`src/rtl/icache_fetch.sv`:
```
// Direct-mapped, read-only instruction cache between the fetch stage and backing memory.
// Latency: a hit is answered combinationally in the same cycle. A miss refills a whole line,
//          always starting at word 0, then answers 1 + (sum of per-word memory cycles) + 1 cycles later.
// Backpressure: inst_mem_ack_F stays low while a refill runs. Backing memory stalls the refill by
//               holding mem_ack low, and mem_req/mem_addr stay stable until mem_ack arrives.
// Ports:
//   clk, reset        - clock; asynchronous active-low reset
//   pc_F              - fetch address (bits [1:0] ignored)
//   inst_F            - instruction, valid when inst_mem_ack_F is high, otherwise 0
//   inst_mem_ack_F    - inst_F is valid for the current pc_F this cycle
//   inval             - pulse that invalidates every line
//   mem_req, mem_addr - single-outstanding word read request to backing memory
//   mem_rdata, mem_ack- read data and its completion strobe
module icache_fetch #(
   parameter int LINES = 16,
   parameter int WORDS = 4
) (
   input  logic        clk,
   input  logic        reset,
   input  logic [31:0] pc_F,
   output logic [31:0] inst_F,
   output logic        inst_mem_ack_F,
   input  logic        inval,
   output logic        mem_req,
   output logic [31:0] mem_addr,
   input  logic [31:0] mem_rdata,
   input  logic        mem_ack
);

   localparam int OB = $clog2(WORDS);
   localparam int IB = $clog2(LINES);
   localparam int TW = 30 - OB - IB;

   typedef enum logic [1:0] {IDLE, FILL, DONE} state_t;

   state_t            state_q, state_d;
   logic [TW-1:0]     miss_tag_q, miss_tag_d;
   logic [IB-1:0]     miss_index_q, miss_index_d;
   logic [OB-1:0]     cnt_q, cnt_d;
   logic              kill_q, kill_d;
   logic [LINES-1:0]  valid_q, valid_d;

   // Storage arrays are not reset; the valid bits alone decide what is usable.
   logic [31:0]       data_q [LINES][WORDS];
   logic [TW-1:0]     tag_q  [LINES];

   logic [OB-1:0]     pc_word;
   logic [IB-1:0]     pc_index;
   logic [TW-1:0]     pc_tag;
   logic              lookup_hit;
   logic              unused_pc_bits;

   assign pc_word        = pc_F[OB+1:2];
   assign pc_index       = pc_F[OB+IB+1:OB+2];
   assign pc_tag         = pc_F[31:OB+IB+2];
   assign unused_pc_bits = ^pc_F[1:0];

   assign lookup_hit = valid_q[pc_index] && (tag_q[pc_index] == pc_tag);

   // An invalidation in IDLE suppresses the answer for that cycle even though the
   // lookup still matches. The FSM stays in IDLE, and the next cycle misses because
   // the valid bits have been cleared.
   always_comb begin
      inst_mem_ack_F = (state_q == IDLE) && lookup_hit && !inval;
      inst_F         = '0;
      if (inst_mem_ack_F) begin
         inst_F = data_q[pc_index][pc_word];
      end
   end

   always_comb begin
      state_d      = state_q;
      miss_tag_d   = miss_tag_q;
      miss_index_d = miss_index_q;
      cnt_d        = cnt_q;
      mem_req      = 1'b0;
      mem_addr     = '0;
      case (state_q)
         IDLE: begin
            if (!lookup_hit) begin
               miss_tag_d   = pc_tag;
               miss_index_d = pc_index;
               cnt_d        = '0;
               state_d      = FILL;
            end
         end
         FILL: begin
            mem_req  = 1'b1;
            mem_addr = {miss_tag_q, miss_index_q, cnt_q, 2'b00};
            if (mem_ack) begin
               cnt_d = cnt_q + OB'(1);
               if (&cnt_q) begin
                  state_d = DONE;
               end
            end
         end
         DONE: begin
            state_d = IDLE;
         end
         default: begin
            state_d = IDLE;
         end
      endcase
   end

   // The kill flag remembers an invalidation seen mid-refill, so the refilled line is
   // not published. An invalidation always overrides the DONE valid-bit write.
   always_comb begin
      kill_d  = kill_q;
      valid_d = valid_q;
      if (state_q != IDLE && inval) begin
         kill_d = 1'b1;
      end
      if (state_q == DONE) begin
         kill_d = 1'b0;
         if (!kill_q) begin
            valid_d[miss_index_q] = 1'b1;
         end
      end
      if (inval) begin
         valid_d = '0;
      end
   end

   always_ff @(posedge clk or negedge reset) begin
      if (!reset) begin
         state_q      <= IDLE;
         miss_tag_q   <= '0;
         miss_index_q <= '0;
         cnt_q        <= '0;
         kill_q       <= 1'b0;
         valid_q      <= '0;
      end else begin
         state_q      <= state_d;
         miss_tag_q   <= miss_tag_d;
         miss_index_q <= miss_index_d;
         cnt_q        <= cnt_d;
         kill_q       <= kill_d;
         valid_q      <= valid_d;
      end
   end

   // While reset is held the FSM sits in IDLE, so neither write can fire.
   always_ff @(posedge clk) begin
      if (state_q == FILL && mem_ack) begin
         data_q[miss_index_q][cnt_q] <= mem_rdata;
      end
      if (state_q == DONE) begin
         tag_q[miss_index_q] <= miss_tag_q;
      end
   end

endmodule

```
`config.mk`:
```
export PLATFORM = sky130hd
export DESIGN_NAME = icache_fetch
export DESIGN_NICKNAME = d
export VERILOG_FILES = /design/src/rtl/icache_fetch.sv
export SDC_FILE = /design/constraint.sdc
export NUM_CORES = 2
export LEC_CHECK = 0
export ABC_AREA = 1
export CELL_PAD_IN_SITES_DETAIL_PLACEMENT = 0
export CELL_PAD_IN_SITES_GLOBAL_PLACEMENT = 1
export CORE_ASPECT_RATIO = 2
export CORE_MARGIN = 2
export CORE_UTILIZATION = 50
export DETAILED_ROUTE_END_ITERATION = 8
export DONT_BUFFER_PORTS = 1
export PLACE_DENSITY = 0.78
export SLEW_MARGIN = 20
export SYNTH_ARGS = -nofsm -noshare
export SYNTH_HDL_FRONTEND = slang
export SYNTH_SLANG_ARGS = --single-unit
export TNS_END_PERCENT = 5
```
`constraint.sdc`:
```
create_clock -name clk -period 3.5 [get_ports clk]
set_input_delay 0.525 -clock clk [delete_from_list [all_inputs] [get_ports clk]]
set_output_delay 0.525 -clock clk [all_outputs]
set_load 0.005 [all_outputs]
```
Word-level counts from Yosys, hierarchy flattened
Memory sizes are Yosys's and may differ from the RTL's.
Index checks and enable logic that the tools add are counted.
{"block": "word_totals", "in_bits": 68, "latch_bits": 0, "romBits": 0, "word_cells": 72, "regBits": 49, "n_memories": 2, "output_inout_bits": 66, "mem_bits_rw": 2432}
{"name": "data_q", "words": 16, "width": 128, "rd": 1, "rd_clocked_by_memory_dff": 0, "write_ports": 1, "line": "44", "rtl": "logic [31:0] data_q [LINES][WORDS];"}
{"name": "tag_q", "words": 16, "width": 24, "rd": 1, "rd_clocked_by_memory_dff": 0, "write_ports": 1, "line": "45", "rtl": "logic [TW-1:0] tag_q [LINES];"}
{"block": "classes", "muxes": 28, "bitwise_logic": 4, "magnitude_cmp": 6, "mul": 0, "div_mod_pow": 0, "reduce_logical": 18, "n_eq_ne": 7, "shift": 0, "n_addsub": 1}
{"operator": "32-bit 2-to-1 mux", "n": 5}
{"operator": "128-bit 2-to-1 mux", "n": 1}
{"operator": "32-bit binary-select mux with 2-bit select", "n": 1}
{"operator": "32-bit demux with 2-bit select", "n": 1}
{"operator": "16-bit 2-to-1 mux", "n": 3}
{"operator": "24-bit == test", "n": 1}
{"operator": "16-bit OR", "n": 1}
{"operator": "4-bit by 5-bit less-than comparator with 1-bit output (second input constant)", "n": 2}
{"operator": "2-bit 2-to-1 mux", "n": 5}
{"operator": "1-bit 2-to-1 mux", "n": 8}
{"operator": "2-bit != test (second input constant)", "n": 4}
{"operator": "2-bit case mux with 2 select lines", "n": 2}
{"operator": "2-bit nonzero test", "n": 4}
{"operator": "1-bit logical AND", "n": 7}
{"operator": "3-bit >= comparator (second input constant)", "n": 2}
{"operator": "2-bit NOT with 3-bit output", "n": 2}
{"operator": "2-bit AND reduction", "n": 3}
{"operator": "3-bit AND reduction", "n": 2}
{"operator": "1-bit binary-select mux with 4-bit select", "n": 1}
{"operator": "1-bit demux with 4-bit select", "n": 1}
{"operator": "4-bit by 1-bit >= comparator with 1-bit output (second input constant)", "n": 1}
{"operator": "3-bit by 1-bit less-than comparator with 1-bit output (second input constant)", "n": 1}
{"operator": "2-bit by 1-bit adder with 2-bit output (second input constant)", "n": 1}
{"operator": "2-bit by 1-bit == test with 1-bit output (second input constant)", "n": 1}
{"operator": "other kinds (4)", "n": 4}

Depth between registers and ports, before layout
{"block": "depth", "word_depth": 8, "ltp_mapped": 21, "depth_no_buf": 17}

Worst setup path after synthesis
Ideal clock, no wire load.
{"block": "synth_timing", "path_kind": "reg-to-reg", "start": "register state_q[0]", "end": "memory data_q[11][0] in the netlist's numbering, enable pin", "n_path_buf": 1, "path_stages_with_launch": 8, "setup_ns": 0.421, "path_slack_ns": 0.392, "synth_period_minus_slack_ns": 3.108, "arrival_time_ns": 2.687, "cell_sequence": "dfrtp_1 > inv_1 > nor2_1 > inv_1 > nor2_1 > nand2_1 > clkbuf_1 > nor2_1"}
{"block": "synth_between", "elab_chain_len": 4}
{"item": "start, declared", "line": "36", "rtl": "state_t state_q, state_d;"}
{"item": "start signal, assigned", "line": "134", "rtl": "state_q <= state_d;"}
{"item": "2-bit by 1-bit == test with 1-bit output", "line": "145", "rtl": "if (state_q == FILL && mem_ack) begin"}
{"item": "1-bit logical AND", "line": "145"}
{"item": "1-bit 2-to-1 mux", "line": "145"}
{"item": "128-bit 2-to-1 mux (implied by the code)", "line": "146", "rtl": "data_q[miss_index_q][cnt_q] <= mem_rdata;"}
{"item": "end, declared", "line": "44"}
Every way passes these cells.

Final worst setup path
{"block": "layout_timing", "start": "input pc_F[7]", "end": "output inst_F[17]"}
{"block": "layout_between", "elab_chain_len": 6, "word_cells_on_any_way": 12}
{"item": "start, declared", "line": "20", "rtl": "input logic [31:0] pc_F,"}
{"item": "memory 16 x 24 bit or 1-bit binary-select mux with 4-bit select (tied branches)"}
{"item": "24-bit == test or 1-bit 2-to-1 mux (tied branches)", "line": "58", "rtl": "assign lookup_hit = valid_q[pc_index] && (tag_q[pc_index] == pc_tag);"}
{"item": "1-bit logical AND", "line": "58"}
{"item": "1-bit logical AND (2 in a row)", "line": "64", "rtl": "inst_mem_ack_F = (state_q == IDLE) && lookup_hit && !inval;"}
{"item": "32-bit 2-to-1 mux (*)", "line": "66", "rtl": "if (inst_mem_ack_F) begin"}
{"item": "end, declared", "line": "21", "rtl": "output logic [31:0] inst_F,"}
Every way passes the cells marked *; elsewhere a longest branch is shown, timed or not. The select of a mux whose other input is x is not followed.

==> metrics.yaml <==
routing:
  vias_per_cell: 6.36
  first_pass_iters: 6
  final_antenna_net_count: 0
  drt_iter0_drc: 8119
  avgRoutedWirePerCell_um: 29.8
  dr_total_vias: 66300
  wl_mm: 311
  route.detailed.drc: 0
floorplanning:
  core_area_mm2: 0.196
  rows: 230
  die_h_um: 633
  dieArea_mm2: 0.202
  initial_core_util_pct: 50.4
  io_pins: 134
  die_w_um: 318
sta:
  fmax_mhz: 265
  worst_slack_ps: -270
  hold_viol: 0
  clock_skew_ps: 42.3
  slew_violations: 0
  relSlewSlack_pct: 30.2
  fin_setup_tns_ps: -7290
  min_period_ps: 3770
  whs_ps: 49.3
  rsz0062_at_grt: "true"
  timing.final.crit_share_pct: 108
  setup_violations: 33
  worstMarginPinSlew_ps: 1050
critical_path:
  reg2regPathDepth: 8
  r2r-end: "data_q[2][61]$_DFFE_PP_"
  critPathKind: "input port to output port"
  r2r_slack_ps: 720
  end_kind: "output port"
  cp.required_ps: 2970
  crit_path_start_kind: "input port"
  reg2reg_from: "state_q[0]$_DFFE_PN0P_"
  cp.arrival_ps: 3250
  worstPathMaxFanout: 231
synth:
  yosys.cell_types.count: 30
  synth-seq-cells: 2481
  netlist_instances: 7568
  netlist_area_mm2: 0.0989
  async_flop_share_pct: 1.98
  yosys_most_used_dff: "edfxtp_1"
  ys_seq_area_share_pct: 75.1
  syn_avg_cell_area_um2: 13.1
  yosysWarnings: 0
  synth_edf_count: 2432
pwr:
  cellLeakagePower_uw: 0.0383
  ir_worst_vdd_uv: 424
  cellPowerDensity_mw_per_mm2: 565
  fin_total_pwr_uw: 64500
run_status:
  status: "finished, violations left"
  violations: "negative setup slack"
hold_path:
  hp-class: "input port to flop"
  min-delay-start: "mem_rdata[31]"
  min_to: "data_q[10][63]$_DFFE_PP_"
  hold_depth: 1
cells_and_area:
  final_cells: 10400
  multi_input_area_mm2: 0.0226
  final_nets: 7784
  layout_commonest_cell: "edfxtp_1"
  final_cell_mix: "edfxtp_1, nand2_1, nor2_1"
  fill_cells: 15100
  layout-drive-gt1-share_pct: 11.7
  areaGrowthSynthToFinish_pct: 15.5
  seq_area_mm2: 0.0743
global_routing:
  grt.total_usage_pct: 29.4
  grt_first_pass_wirelength_mm: 435
  antenna_found_initial: 7
  grt_overflow: 0
  grt_max_degree: 1251
  grt_pass1_vias: 64900
place:
  dp_cells: 9950
  place_hpwl_mm: 169
  routabilityCongestion: 0.930
  place_ws_ps: -310
  io_buffers: 0
clock_tree:
  clk_latency_ps: 850
  cts.sink_count: 2481
  tritoncts: "done"
  root_buffer: "clkbuf_16"
  clk_pin_slew_ps: 70
  htreeDepth: 4
  cts_made_buffers: 204
  clockBufferDepth: 4
job:
  cap_violations: 0
layer usage:
| metal | wire length, µm | track usage (%) | vias to the layer above | share of wire, % |
|---|---|---|---|---|
| met3 | 24600 | 3.64 | 866 | 7.9 |
| met2 | 159000 | 52.1 | 3619 | 51 |
| met1 | 105000 | 34.0 | 33500 | 34 |
| met5 | 0 | 0 | - | 0 |
| met4 | 22400 | 18.3 | 0 | 7.2 |
| li1 | - | - | 28400 | - |
worst max-delay path, cell delays in order:
cell and delay, ps:
inv_4 280, buf_4 330, buf_4 200, a21oi_1 40
nand2_1 110, nand2_1 80, nand2_2 160, and3_1 180
nand3b_1 120, nor2_2 200, nand3_4 120, buf_12 170
buf_16 180, nor2_4 100, buf_6 120
what timing repair did:
| item | in CTS | in global routing |
|---|---|---|
| hold buffers | 60 | 0 |
| buffers inserted | 2 | 7 |
| pin swaps | 8 | 17 |
| gates resized for setup | 71 | 78 |
| endpoints found under the setup margin | 33 | 64 |
| gates cloned | 3 | 27 |
| endpoints found under the hold margin | 2141 | 0 |
cells by family after synthesis:
| logic type | share of synthesized area [%] |
|---|---|
| buffers and inverters | 3.13 |
| AO/OA/AOI/OAI | 11.2 |
| adder cells (fa/ha/maj) | 0.0506 |
| flip-flops | 75.1 |
| other | 0.00379 |
| AND/OR/NAND/NOR | 10.5 |
layout make-up:
cell class                      instances  share of cell area [%]
Timing Repair inverter                  2                  0.0197
Clock inverter                        115                    1.14
Inverter                              176                   0.617
Tap cell                             2552                    2.79
Clock buffer                          249                    4.69
Sequential cell                      2481                    65.0
Antenna cell                            6                  0.0131
Multi-Input combinational cell       4358                    19.7
Timing Repair Buffer                  489                    6.00
worst max path at each step:
stage,cells after the start,endpoint,startpoint
6_report,15,inst_F[17],pc_F[7]
3_3_place_gp,12,inst_F[25],pc_F[4]
2_1_floorplan,7,data_q[11][0]$_DFFE_PP_,state_q[0]$_DFFE_PN0P_
5_1_grt,21,inst_F[17],pc_F[4]
3_5_place_dp,12,inst_F[25],pc_F[4]
4_1_cts,17,inst_F[21],tag_q[5][16]$_DFFE_PP_
sequential cells by signal (all words and copies together), names as in the netlist:
register / cells
valid_q: 16
miss_tag_q: 24
tag_q: 384
kill_q: 1
cnt_q: 2
miss_index_q: 4
data_q: 2048
state_q: 2
Yosys cell counts (49+ instances only):
cell | n | share of area, %
clkbuf_1 | 321 | 1.2
o221ai_1 | 256 | 2.3
o21ai_0 | 563 | 2.8
o21ai_1 | 60 | 0.30
nor2_1 | 787 | 3.0
o211ai_1 | 61 | 0.46
buf_2 | 152 | 0.77
inv_1 | 170 | 0.65
edfxtp_1 | 2432 | 74
a221o_1 | 69 | 0.70
dfrtp_1 | 49 | 1.2
nor3_1 | 74 | 0.37
nand3_1 | 326 | 1.7
nand2_1 | 1344 | 5.1
a21oi_1 | 541 | 2.7
a221oi_1 | 187 | 1.7
stage by stage:
step | util [%] | cell area (µm²)
finish | 58.2 | 114000
global route | 58.2 | 114000
global placement | 53.4 | 105000
detailed placement | 53.4 | 105000
CTS | 57.5 | 113000
floorplan | - | 98900
report_power, final:
group	switching [µW]	internal (µW)
Sequential	823	34100
Clock	10400	13000
Combinational	4390	1770
Power figures use the tool's default switching activity.
